--- src/rtl/branch_ctrl_pkg.sv ---
// Shared opcode constants, widths and FSM state type for the branch-control stage.
package branch_ctrl_pkg;

  localparam int unsigned BAMT_W = 15;
  localparam int unsigned OP_W   = 5;

  typedef logic [OP_W-1:0] op_t;

  localparam op_t NOP = 5'h00;
  localparam op_t BA  = 5'h10;
  localparam op_t BL  = 5'h11;
  localparam op_t BG  = 5'h12;
  localparam op_t BE  = 5'h13;

  typedef enum logic {
    ST_LOAD,
    ST_RUN
  } state_t;

  function automatic logic is_branch(input op_t op);
    return (op == BA) || (op == BL) || (op == BG) || (op == BE);
  endfunction

endpackage

--- src/rtl/branch_ctrl_if.sv ---
// LUT load port: valid/ready beats carrying an entry index, offset and last marker.
interface branch_ctrl_if
  import branch_ctrl_pkg::*;
#(
  parameter int unsigned IDX_W = 4
);
  logic              ld_valid;
  logic              ld_ready;
  logic [IDX_W-1:0]  ld_idx;
  logic [BAMT_W-1:0] ld_data;
  logic              ld_last;

  modport master (output ld_valid, ld_idx, ld_data, ld_last, input ld_ready);
  modport slave  (input ld_valid, ld_idx, ld_data, ld_last, output ld_ready);
endinterface

--- src/rtl/branch_ctrl_lut.sv ---
// Branch-offset register file: one write port, one asynchronous read port and a
// per-entry written mask, all cleared by reset.
module branch_lut #(
  parameter int unsigned DEPTH = 16,
  parameter int unsigned IDX_W = 4,
  parameter int unsigned W     = 15
) (
  input  logic             clk,
  input  logic             rst,
  input  logic             i_we,
  input  logic [IDX_W-1:0] i_waddr,
  input  logic [W-1:0]     i_wdata,
  input  logic [IDX_W-1:0] i_raddr,
  output logic [W-1:0]     o_rdata,
  output logic             o_rvalid
);

  logic [W-1:0]     r_mem [DEPTH];
  logic [DEPTH-1:0] r_mask;

  always_ff @(posedge clk or posedge rst) begin
    if (rst) begin
      r_mem  <= '{default: '0};
      r_mask <= '0;
    end else if (i_we) begin
      r_mem[i_waddr]  <= i_wdata;
      r_mask[i_waddr] <= 1'b1;
    end
  end

  assign o_rdata  = r_mem[i_raddr];
  assign o_rvalid = r_mask[i_raddr];

endmodule

--- src/rtl/branch_ctrl.sv ---
// Branch-control stage ahead of the PC: LUT load FSM, compare flags, saturating
// branch counter and op/bamt muxing into the PC.
module branch_ctrl
  import branch_ctrl_pkg::*;
#(
  parameter int unsigned LUT_DEPTH = 16,
  parameter int unsigned IDX_W     = $clog2(LUT_DEPTH),
  parameter int unsigned CNT_W     = 16
) (
  input  logic              clk,
  input  logic              reset,
  input  logic [OP_W-1:0]   instr_op,
  input  logic [IDX_W-1:0]  instr_idx,
  input  logic              flag_we,
  input  logic              alu_z,
  input  logic              alu_lt,
  branch_ctrl_if.slave      ld,
  input  logic              reload,
  output logic [OP_W-1:0]   op,
  output logic              z,
  output logic              lt,
  output logic [BAMT_W-1:0] bamt,
  output logic              run,
  output logic              lut_err,
  output logic [CNT_W-1:0]  branch_cnt
);

  state_t             r_state;
  state_t             w_next_state;
  logic               r_z;
  logic               r_lt;
  logic               r_err;
  logic [CNT_W-1:0]   r_cnt;
  logic               w_ld_fire;
  logic               w_idx_oob;
  logic               w_lut_we;
  logic               w_is_br;
  logic [BAMT_W-1:0]  w_rd_data;
  logic               w_rd_valid;

  // Out-of-range load indices are only reachable for non-power-of-two depths.
  if (LUT_DEPTH < (1 << IDX_W)) begin : g_oob
    assign w_idx_oob = (32'(ld.ld_idx) >= LUT_DEPTH);
  end else begin : g_no_oob
    assign w_idx_oob = 1'b0;
  end

  assign w_ld_fire = ld.ld_valid && (r_state == ST_LOAD);
  assign w_lut_we  = w_ld_fire && !w_idx_oob;
  assign w_is_br   = (r_state == ST_RUN) && is_branch(instr_op);

  branch_lut #(
    .DEPTH (LUT_DEPTH),
    .IDX_W (IDX_W),
    .W     (BAMT_W)
  ) u_lut (
    .clk      (clk),
    .rst      (reset),
    .i_we     (w_lut_we),
    .i_waddr  (ld.ld_idx),
    .i_wdata  (ld.ld_data),
    .i_raddr  (instr_idx),
    .o_rdata  (w_rd_data),
    .o_rvalid (w_rd_valid)
  );

  always_ff @(posedge clk or posedge reset) begin
    if (reset) r_state <= ST_LOAD;
    else       r_state <= w_next_state;
  end

  always_comb begin
    w_next_state = r_state;
    unique case (r_state)
      ST_LOAD: if (w_ld_fire && ld.ld_last) w_next_state = ST_RUN;
      ST_RUN:  if (reload)                  w_next_state = ST_LOAD;
      default: w_next_state = ST_LOAD;
    endcase
  end

  // Unloaded branch targets fall through with an offset of 1.
  always_comb begin
    ld.ld_ready = (r_state == ST_LOAD);
    op          = NOP;
    bamt        = '0;
    if (r_state == ST_RUN) begin
      op = instr_op;
      if (is_branch(instr_op)) bamt = w_rd_valid ? w_rd_data : BAMT_W'(1);
    end
  end

  always_ff @(posedge clk or posedge reset) begin
    if (reset) begin
      r_z   <= 1'b0;
      r_lt  <= 1'b0;
      r_err <= 1'b0;
      r_cnt <= '0;
    end else begin
      if ((r_state == ST_RUN) && flag_we) begin
        r_z  <= alu_z;
        r_lt <= alu_lt;
      end
      if ((w_ld_fire && w_idx_oob) || (w_is_br && !w_rd_valid)) r_err <= 1'b1;
      if (w_is_br && (r_cnt != '1)) r_cnt <= r_cnt + CNT_W'(1);
    end
  end

  assign z          = r_z;
  assign lt         = r_lt;
  assign run        = (r_state == ST_RUN);
  assign lut_err    = r_err;
  assign branch_cnt = r_cnt;

endmodule

--- src/flat_wrapper.sv ---
// flat-port wrapper written by rule: the top's interface ports become plain ports
module branch_ctrl_flat import branch_ctrl_pkg::*;
#(
  parameter int unsigned LUT_DEPTH = 16,
  parameter int unsigned IDX_W     = $clog2(LUT_DEPTH),
  parameter int unsigned CNT_W     = 16
)
  (clk, reset, instr_op, instr_idx, flag_we, alu_z, alu_lt, reload, op, z, lt, bamt, run, lut_err, branch_cnt, ld_ld_valid, ld_ld_idx, ld_ld_data, ld_ld_last, ld_ld_ready);
  branch_ctrl_if #(.IDX_W(IDX_W)) ld_i ();
  input  logic clk;
  input  logic reset;
  input  logic [OP_W-1:0] instr_op;
  input  logic [IDX_W-1:0] instr_idx;
  input  logic flag_we;
  input  logic alu_z;
  input  logic alu_lt;
  input  logic reload;
  output logic [OP_W-1:0] op;
  output logic z;
  output logic lt;
  output logic [BAMT_W-1:0] bamt;
  output logic run;
  output logic lut_err;
  output logic [CNT_W-1:0] branch_cnt;
  input wire logic [$bits(ld_i.ld_valid)-1:0] ld_ld_valid;
  input wire logic [$bits(ld_i.ld_idx)-1:0] ld_ld_idx;
  input wire logic [$bits(ld_i.ld_data)-1:0] ld_ld_data;
  input wire logic [$bits(ld_i.ld_last)-1:0] ld_ld_last;
  output wire logic [$bits(ld_i.ld_ready)-1:0] ld_ld_ready;
  assign ld_i.ld_valid = ld_ld_valid;
  assign ld_i.ld_idx = ld_ld_idx;
  assign ld_i.ld_data = ld_ld_data;
  assign ld_i.ld_last = ld_ld_last;
  assign ld_ld_ready = ld_i.ld_ready;
  branch_ctrl #(.LUT_DEPTH(LUT_DEPTH), .IDX_W(IDX_W), .CNT_W(CNT_W)) u_core (.clk(clk), .reset(reset), .instr_op(instr_op), .instr_idx(instr_idx), .flag_we(flag_we), .alu_z(alu_z), .alu_lt(alu_lt), .ld(ld_i), .reload(reload), .op(op), .z(z), .lt(lt), .bamt(bamt), .run(run), .lut_err(lut_err), .branch_cnt(branch_cnt));
endmodule
--- config.mk ---
export PLATFORM = sky130hd
export DESIGN_NAME = branch_ctrl_flat
export DESIGN_NICKNAME = d
export VERILOG_FILES = /design/src/rtl/branch_ctrl_pkg.sv /design/src/rtl/branch_ctrl_if.sv /design/src/rtl/branch_ctrl_lut.sv /design/src/rtl/branch_ctrl.sv /design/src/flat_wrapper.sv
export SDC_FILE = /design/constraint.sdc
export NUM_CORES = 1
export LEC_CHECK = 0
export BUFFER_PORTS_ARGS = -buffer_cell sky130_fd_sc_hd__buf_4
export CORE_UTILIZATION = 30
export CTS_CLUSTER_SIZE = 8
export DETAILED_ROUTE_END_ITERATION = 7
export SLEW_MARGIN = 0
export SYNTH_ARGS = -nofsm -noshare
export SYNTH_HDL_FRONTEND = slang
export SYNTH_SLANG_ARGS = --single-unit
--- constraint.sdc ---
create_clock -name clk -period 14.4 [get_ports clk]
set_input_delay 2.16 -clock clk [delete_from_list [all_inputs] [get_ports clk]]
set_output_delay 2.16 -clock clk [all_outputs]
set_load 0.1 [all_outputs]
After elaboration in Yosys (flattened, before gate mapping)
Index checks and enable logic that the tools add are counted.
Widths: inputs -> output; s select.
{ "totals": {"ff_bits": 276, "latchBits": 0, "ram_bits": 0, "romBits": 0, "input_bits": 36, "out_inout_bits": 41, "mem_count": 0} }
{ "op_classes": {"addsub": 1, "n_mul": 0, "n_div": 0, "magnitude_cmp": 6, "n_eq_ne": 5, "shift": 0, "muxes": 17, "n_bitwise": 4, "reduce_logical": 12} }
{ "ops": {"columns": ["op", "n"], "rows": [
  ["$bwmux 240", 1],
  ["$mux 15", 6],
  ["$bmux 15 s4", 1],
  ["$demux 15 s4", 1],
  ["$eq 5x5->1 const B", 4],
  ["$add 16x1->16 const B", 1],
  ["$ne 16x16->1 const B", 1],
  ["$or 16x16->16", 1],
  ["$ge 5x5->1 const B", 2],
  ["$lt 4x5->1 const B", 2],
  ["$not 4->5", 2],
  ["$logic_and 1x1->1", 8],
  ["$lt 5x1->1 const B", 1],
  ["$mux 5", 1],
  ["$bmux 1 s4", 1],
  ["$demux 1 s4", 1],
  ["$ge 4x1->1 const B", 1],
  ["$mux 1", 4],
  ["$logic_or 1x1->1", 3],
  ["$pmux 1 s2", 1],
  ["$logic_not 1->1", 1],
  ["$not 1->1", 1]
]} }

Longest topological paths before layout
Gate-level depths: netlist (run 1).
{ "depth": {"ltp_word": 7, "depth_mapped": 7} }

Modules after synthesis
From an unflattened synthesis (run 1), not the netlist that was laid out.
{ "unflattened": {"hier_cells": 827, "area_unflattened_um2": 12673.4} }
{ "by_module_without_submodules": {"columns": ["mod", "n_inst", "cells_per_inst", "area_each_um2"], "rows": [
  ["branch_lut", 1, 712, 11552.3],
  ["branch_ctrl", 1, 115, 1121.1]
]} }

Least setup slack after synthesis (run 1)
OpenSTA, ideal clock, no wires.
{ "synth_path": {"kind": "input port to output port", "startpoint": "input port instr_idx[0]", "endpoint": "output port bamt[0]", "arrival_ps": 4750, "required_time_ps": 12240, "slack_ps": 7490, "path_stages": 5, "path_cell_list": "buf_6 -> mux4_2 -> a22o_1 -> or2_2 -> a21oi_1"} }
{ "synth_between": {"elab_chain_cells": 7, "elab_cells_between_ends": 9, "classes_between": "mux (8); bitwise (1)"} }
{ "synth_lines": {"columns": ["element", "line", "rtl"], "rows": [
  ["from (decl)", "flat_wrapper.sv:13", "input logic [IDX_W-1:0] instr_idx;"],
  ["$not 4->5 (not written as such)", "branch_ctrl_lut.sv:31", "assign o_rdata = r_mem[i_raddr];"],
  ["$bmux 15 s4", "branch_ctrl_lut.sv:31", null],
  ["$mux 15 (not written as such) (2 in a row)", "branch_ctrl_lut.sv:31", null],
  ["$mux 15 * (2 in a row)", "branch_ctrl.sv:88", "if (is_branch(instr_op)) bamt = w_rd_valid ? w_rd_data : BAMT_W'(1);"],
  ["$mux 15 *", "branch_ctrl.sv:86", "if (r_state == ST_RUN) begin"],
  ["to (decl)", "flat_wrapper.sv:21", "output logic [BAMT_W-1:0] bamt;"]
]} }
Every way passes the cells marked *; elsewhere a longest branch is shown, timed or not. The select of a mux whose other input is x is not followed.

Worst setup path after layout (run 1)
{ "layout_path": {"startpoint": "input port instr_idx[0]", "endpoint": "output port bamt[5]"} }
Same word-level chain as after synthesis.

==> impl_metrics.json, run 1 <==
{
  "outcome": "finished, violations left",
  "violations": "design-rule violations",
  "maxCapViolations": 0,
  "synth_area_per_cell_sq_um": 15.9,
  "cp.required_ns": 12.24,
  "antenna_found_initial": 1,
  "yosys-top-cells-count": "dfrtp_1 (276), mux2_2 (246), mux4_2 (78)",
  "die_h_microns": 207,
  "synth_area_leaders": "dfrtp_1 (55%), mux2_2 (22%), mux4_2 (14%), buf_2 (1.2%), nor2b_1 (1.0%)",
  "cts_made_buffers": 41,
  "ioPinCount": 77,
  "finalHoldViolations": 0,
  "diodes": 0,
  "die_area_sq_mm": 0.0428,
  "crit_family": "buffers and inverters",
  "synth_nets": 827,
  "pwr_density_cell_mw_per_mm2": 161,
  "first_pass_iters": 6,
  "post-synth-top-count-cell": "dfrtp_1",
  "grt-ovfl-total": 0,
  "globalplace.congestion": 0.731,
  "path_common_cell": "buf_4",
  "hpwlAfterDp_microns": 17000,
  "crit_path_top_delay_cell": "buf_4",
  "critPathArrivalTime_ns": 4.93,
  "synth_area_sq_mm": 0.0126,
  "cts.sinks": 276,
  "cts_root_buf": "clkbuf_16",
  "setup_viol": 0,
  "cts_buffer_depth": 3,
  "period_needed_ns": 7.09,
  "yosysSeqAreaShare": 0.548,
  "min_period_over_period": 0.492,
  "synth_seq_cells": 276,
  "drtAntennaViolNets": 0,
  "port_buffers": 76,
  "crit_path_end_kind": "output pin",
  "totalWireLength_microns": 30000,
  "synth_async_sr_flop_share": 1.00,
  "drtIter0Drc": 334,
  "yosysUniqueCellTypes": 40,
  "finish.utilization": 0.361,
  "ys.flop_type": "dfrtp_1",
  "initial_core_util": 0.306,
  "htreeDepth": 2,
  "ys_warn_count": 0,
  "maxSlewHeadroom": 0.309,
  "synth_cells": 790,
  "worst-path-max-fanout": 35,
  "vias_per_cell": 5.04,
  "drv_slew": 0,
  "grt_pass1_vias": 7447,
  "crit_type": "in2out",
  "path_clk_slew_ns": 0.05,
  "yosys.area.top_type": "dfrtp_1",
  "synth_edf_count": 0,
  "drc": 10,
  "finClkSkew_ns": 0.0121,
  "synth_top_area_share": 0.548,
  "rsz0062_at_grt": "false",
  "ctsHoldBuffers": 0,
  "ir_worst_vdd_uv": 80.5,
  "tightest_slew_ns": 1.04,
  "tns_ns": 0,
  "cts_tree": "yes",
  "grt_max_degree": 124,
  "cp_cell_sequence": "buf_4 -> buf_4 -> mux4_2 -> mux4_2 -> nor2b_1 -> buf_4",
  "dp_cells": 1358,
  "drive_gt1_frac": 0.554,
  "grt_pass1_wl_microns": 46400,
  "fp.dieW_microns": 207,
  "num_rows": 74,
  "holdCritPathClass": "reg2reg",
  "fill_cells": 3883,
  "max_freq_mhz": 141,
  "layout.nets": 906,
  "wl_per_cell_microns": 21.3,
  "cts_resized": 0,
  "slowest_delay_ns": 0.68,
  "clk_latency_ns": 0.53,
  "coreArea_sq_mm": 0.0411,
  "grt_usage": 0.145,
  "crit_path_start_kind": "primary input",
  "finalNonFillerCells": 1406,
  "post-cts-setup-buffers": 0,
  "p_leak_uw": 0.00643,
  "cp.buffers_inverters": 3,
  "vias": 7090,
  "area_growth_pct": 17.7
}
[metrics by stage]
step | hold slack [ns] | total power [uW] | setup slack, ns | instance area (sq um)
finish | 0.460 | 2380 | 7.31 | 14800
CTS | 0.458 | 2410 | 7.24 | 14800
floorplan | 0.429 | 1420 | 4.63 | 12600
detailed placement | 0.447 | 1530 | 7.25 | 13700
global placement | 0.444 | 1520 | 7.29 | 13700
global route | 0.470 | 2490 | 7.14 | 14800
[cell families (layout without fill, tap and decap cells)]
group / Yosys count / count (layout) / synth area share
compound gates: 18 / 18 / 0.00964
buf+inv: 61 / 145 / 0.0244
xor+xnor: 10 / 10 / 0.00696
fa+ha+maj: 1 / 1 / 0.000993
simple gates: 96 / 96 / 0.0468
flops: 276 / 276 / 0.548
mux: 328 / 328 / 0.363
[registers in the layout, indices dropped and copies added, names as in the netlist]
| name | cells |
|---|---|
| u_core.run | 1 |
| u_core.z | 1 |
| u_core.u_lut.r_mask | 16 |
| u_core.u_lut.r_mem | 240 |
| u_core.lt | 1 |
| u_core.lut_err | 1 |
| u_core.branch_cnt | 16 |
[layer usage]
| metal | global-route usage | share of wire |
|---|---|---|
| met1 | 0.202 | 0.47 |
| met2 | 0.230 | 0.47 |
| met3 | 0.0273 | 0.045 |
| met4 | 0.0443 | 0.021 |
| met5 | 0 | 0.00043 |
[cell usage in the layout, fill, tap and decap left out, types with 7 or more instances in the layout]
| cell | count |
|---|---|
| nor2b_1 | 18 |
| mux4_2 | 78 |
| clkbuf_16 | 43 |
| mux2_2 | 246 |
| or2_2 | 7 |
| buf_4 | 93 |
| nand2b_1 | 12 |
| dfrtp_1 | 276 |
| xor2_1 | 10 |
| nand2_1 | 15 |
[final cells by class]
| type | instances | area (sq um) | area share |
|---|---|---|---|
| Sequential cell | 276 | 6910 | 0.466 |
| Multi-Input combinational cell | 453 | 5400 | 0.364 |
| Clock buffer | 45 | 1080 | 0.0731 |
| Timing Repair Buffer | 93 | 698 | 0.0471 |
| Tap cell | 532 | 666 | 0.0449 |
| Clock inverter | 3 | 47.5 | 0.00321 |
| Inverter | 4 | 22.5 | 0.00152 |
[final timing paths]
kind	slack [ns]	endpoint	start	cells after the start
worst max-delay path	7.31	bamt[5]	instr_idx[0]	6
worst min-delay path	0.46	u_core.u_lut.r_mask[7]	u_core.u_lut.r_mask[7]	1
worst max register to register	12.13	u_core.u_lut.r_mem[129]	u_core.run	4
worst min register to register	0.46	u_core.u_lut.r_mask[7]	u_core.u_lut.r_mask[7]	1
max in group asynchronous	10.94	u_core.u_lut.r_mem[10]	reset	3
min in group asynchronous	1.80	u_core.run	reset	2
[worst reg2reg max path, cell delays in order, from the launching register on]
cell     delay, ns
dfrtp_1       0.47
inv_1         0.14
nand4_1       0.31
nor2b_4       0.80
mux2_2        0.42
[power by group]
part | switching (uW) | internal, uW
clock | 322 | 541
combinational | 195 | 261
sequential | 94.6 | 967
total | 612 | 1770
Note: power is estimated with default switching activity, not from simulation.
==> run 2: changes to the inputs <==
--- a/config.mk
+++ b/config.mk
@@ -5,6 +5,7 @@
 export SDC_FILE = /design/constraint.sdc
 export NUM_CORES = 1
 export LEC_CHECK = 0
+export ABC_AREA = 1
 export BUFFER_PORTS_ARGS = -buffer_cell sky130_fd_sc_hd__buf_4
 export CORE_UTILIZATION = 30
 export CTS_CLUSTER_SIZE = 8
==> constraint.sdc (replaced) <==
create_clock -name clk -period 6 [get_ports clk]
set_input_delay 0.9 -clock clk [delete_from_list [all_inputs] [get_ports clk]]
set_output_delay 0.9 -clock clk [all_outputs]
set_load 0.1 [all_outputs]
==> run 2 against run 1 <==
Compared with the run above:
- the flow now finishes without violations
- via count grew 56%
- synthesized area increased by 3.9%
- worst setup slack lost 5.8 ns
- non-clock buffer count increased by 9
- die area rose by 3.8%
- sequential share of layout area fell by 0.61 points
- clock-buffer cell count down 3
- cell count rose by 63%
- utilization decreased by 1.2 points
- hold slack got worse by 0.14 ns
- critical path depth increased by 5
==> impl_metrics.json, run 2 <==
{
  "path_clk_slew_ns": 0.05,
  "power.switching_uw": 1790,
  "yosysSeqAreaShare": 0.528,
  "synth_area_sq_mm": 0.0131,
  "final_area_sq_mm": 0.0150,
  "htreeDepth": 2,
  "drive_gt1_frac": 0.0994,
  "antenna_found_initial": 1,
  "globalplace.congestion": 0.803,
  "die_h_microns": 211,
  "ir_worst_vdd_uv": 191,
  "dp_slack_ns": 1.60,
  "synth_edf_count": 0,
  "grt_pass1_vias": 10300,
  "max_freq_mhz": 222,
  "cts_buffer_depth": 3,
  "grt_usage": 0.173,
  "crit_start": "instr_idx[1]",
  "layout.nets": 1735,
  "post-cts-setup-buffers": 0,
  "cts_made_buffers": 40,
  "finish.utilization": 0.349,
  "maxSlewHeadroom": 0.308,
  "first_pass_iters": 5,
  "num_rows": 76,
  "grt-ovfl-total": 0,
  "tightest_slew_ns": 1.04,
  "drtAntennaViolNets": 0,
  "final_cell_mix": "nand2_1 (629), o21ai_0 (277), dfrtp_1 (276)",
  "clkPwrFrac": 0.352,
  "totalWireLength_microns": 38200,
  "holdWs_ns": 0.317,
  "finClkSkew_ns": 0.0206,
  "crit_type": "in2out",
  "initial_core_util": 0.304,
  "worst-path-max-fanout": 47,
  "tns_ns": 0,
  "yosysUniqueCellTypes": 27,
  "ys.flop_type": "dfrtp_1",
  "hpwlAfterDp_microns": 22500,
  "yosys-top-cells-count": "nand2_1 (629), o21ai_0 (277), dfrtp_1 (276)",
  "cts_root_buf": "clkbuf_16",
  "die_area_sq_mm": 0.0444,
  "cp.required_ns": 5.10,
  "crit_path_start_kind": "primary input",
  "outcome": "complete, no violations",
  "diodes": 0,
  "post-synth-top-count-cell": "nand2_1",
  "cts.sinks": 276,
  "largest_register_ff_count": 240,
  "synth_top_area_share": 0.528,
  "pwr-share-seq": 0.448,
  "setup_viol": 0,
  "fp.dieW_microns": 211,
  "synth_seq_cells": 276,
  "port_buffers": 76,
  "vias": 11000,
  "coreArea_sq_mm": 0.0431,
  "vias_per_cell": 4.83,
  "swShare": 0.318,
  "p_leak_uw": 0.00733,
  "synth_nets": 1710,
  "ctsHoldBuffers": 0,
  "clk_latency_ns": 0.52,
  "holdCritPathClass": "in2async",
  "timing.final.ws_setup_ns": 1.50,
  "maxCapViolations": 0,
  "drv_slew": 0,
  "yosys.area.top_type": "dfrtp_1",
  "drtIter0Drc": 1154,
  "fill_cells": 4502,
  "final_common_cell": "nand2_1",
  "ys_warn_count": 0,
  "grt_pass1_wl_microns": 60100,
  "regMostFlops": "u_core.u_lut.r_mem",
  "pwr_density_cell_mw_per_mm2": 375,
  "cts_tree": "yes",
  "grt_max_degree": 79,
  "rsz0062_at_grt": "false",
  "period_needed_ns": 4.50,
  "area_growth_pct": 14.9,
  "cts_resized": 0,
  "wl_per_cell_microns": 16.7,
  "crit_path_end_kind": "output pin",
  "synth_area_per_cell_sq_um": 7.82,
  "drc": 0,
  "r2r_start": "u_core.run",
  "synth_cells": 1673,
  "min_period_over_period": 0.751,
  "critPathArrivalTime_ns": 3.60,
  "finalHoldViolations": 0,
  "ioPinCount": 77,
  "synth_area_leaders": "dfrtp_1 (53%), nand2_1 (18%), o21ai_0 (11%), nand3_1 (3.4%), nor2_1 (2.8%)",
  "synth_async_sr_flop_share": 1.00,
  "place_area_sq_mm": 0.0140,
  "power_frac_comb": 0.200,
  "internal-power_uw": 3840
}
==> run 2: per-layer routing <==
| metal | vias to the layer above | GRT usage | wire length [microns] |
|---|---|---|---|
| met4 | 0 | 0.0417 | 705 |
| li1 | 5359 | - | - |
| met3 | 46 | 0.0317 | 2510 |
| met1 | 5301 | 0.254 | 18300 |
| met2 | 338 | 0.264 | 16700 |
| met5 | - | 0 | 0 |
==> run 2: layout make-up <==
| cell class | count | area (sq um) | share of cell area |
|---|---|---|---|
| tap | 585 | 732 | 0.0487 |
| clock inverter | 2 | 25.0 | 0.00167 |
| inverter | 99 | 379 | 0.0252 |
| timing repair buffer | 102 | 766 | 0.0510 |
| clock buffer | 42 | 1030 | 0.0685 |
| multi-input combinational | 1179 | 5190 | 0.345 |
| sequential | 276 | 6910 | 0.460 |
==> run 2: through the flow <==
stage               power, uW  std cells
global placement         3630       2241
global route             5940       2285
finish                   5630       2285
floorplan                3380       1673
detailed placement       3670       2241
CTS                      5670       2285
==> run 2: power groups by stage <==
| stage | clock network, uW | logic [uW] | registers [uW] |
|---|---|---|---|
| 4_1_cts | 2020 | 1140 | 2520 |
| 5_1_grt | 2100 | 1280 | 2570 |
| 6_report | 1980 | 1130 | 2520 |
| 2_1_floorplan | 0 | 685 | 2700 |
| 3_5_place_dp | 0 | 1130 | 2540 |
| 3_3_place_gp | 0 | 1110 | 2520 |
==> run 2: cells by family after synthesis <==
| family | synth area share |
|---|---|
| AND/OR/NAND/NOR | 0.257 |
| multiplexers | 0.00172 |
| buffers and inverters | 0.0759 |
| flip-flops | 0.528 |
| XOR/XNOR | 0.00670 |
| AO/OA/AOI/OAI | 0.130 |
| adder cells (fa/ha/maj) | 0.000956 |
==> run 2: final timing paths <==
path	end	slack (ns)	depth (start not counted)
max in group asynchronous	u_core.u_lut.r_mem[211]	4.38	3
max	bamt[2]	1.50	11
min in group clk	u_core.u_lut.r_mask[5]	0.45	2
min reg2reg	u_core.u_lut.r_mask[5]	0.45	2
min	u_core.u_lut.r_mem[221]	0.32	2
max reg2reg	u_core.u_lut.r_mem[31]	3.54	7
==> run 2: worst max-delay path, cell delays in order <==
cell      delay, ns
buf_4          0.34
clkinv_2       0.70
buf_4          0.52
nor2_1         0.13
o21ai_0        0.08
nand3_1        0.11
nand2_1        0.07
nand2_1        0.05
nand2_1        0.06
nor2_1         0.25
buf_4          0.36
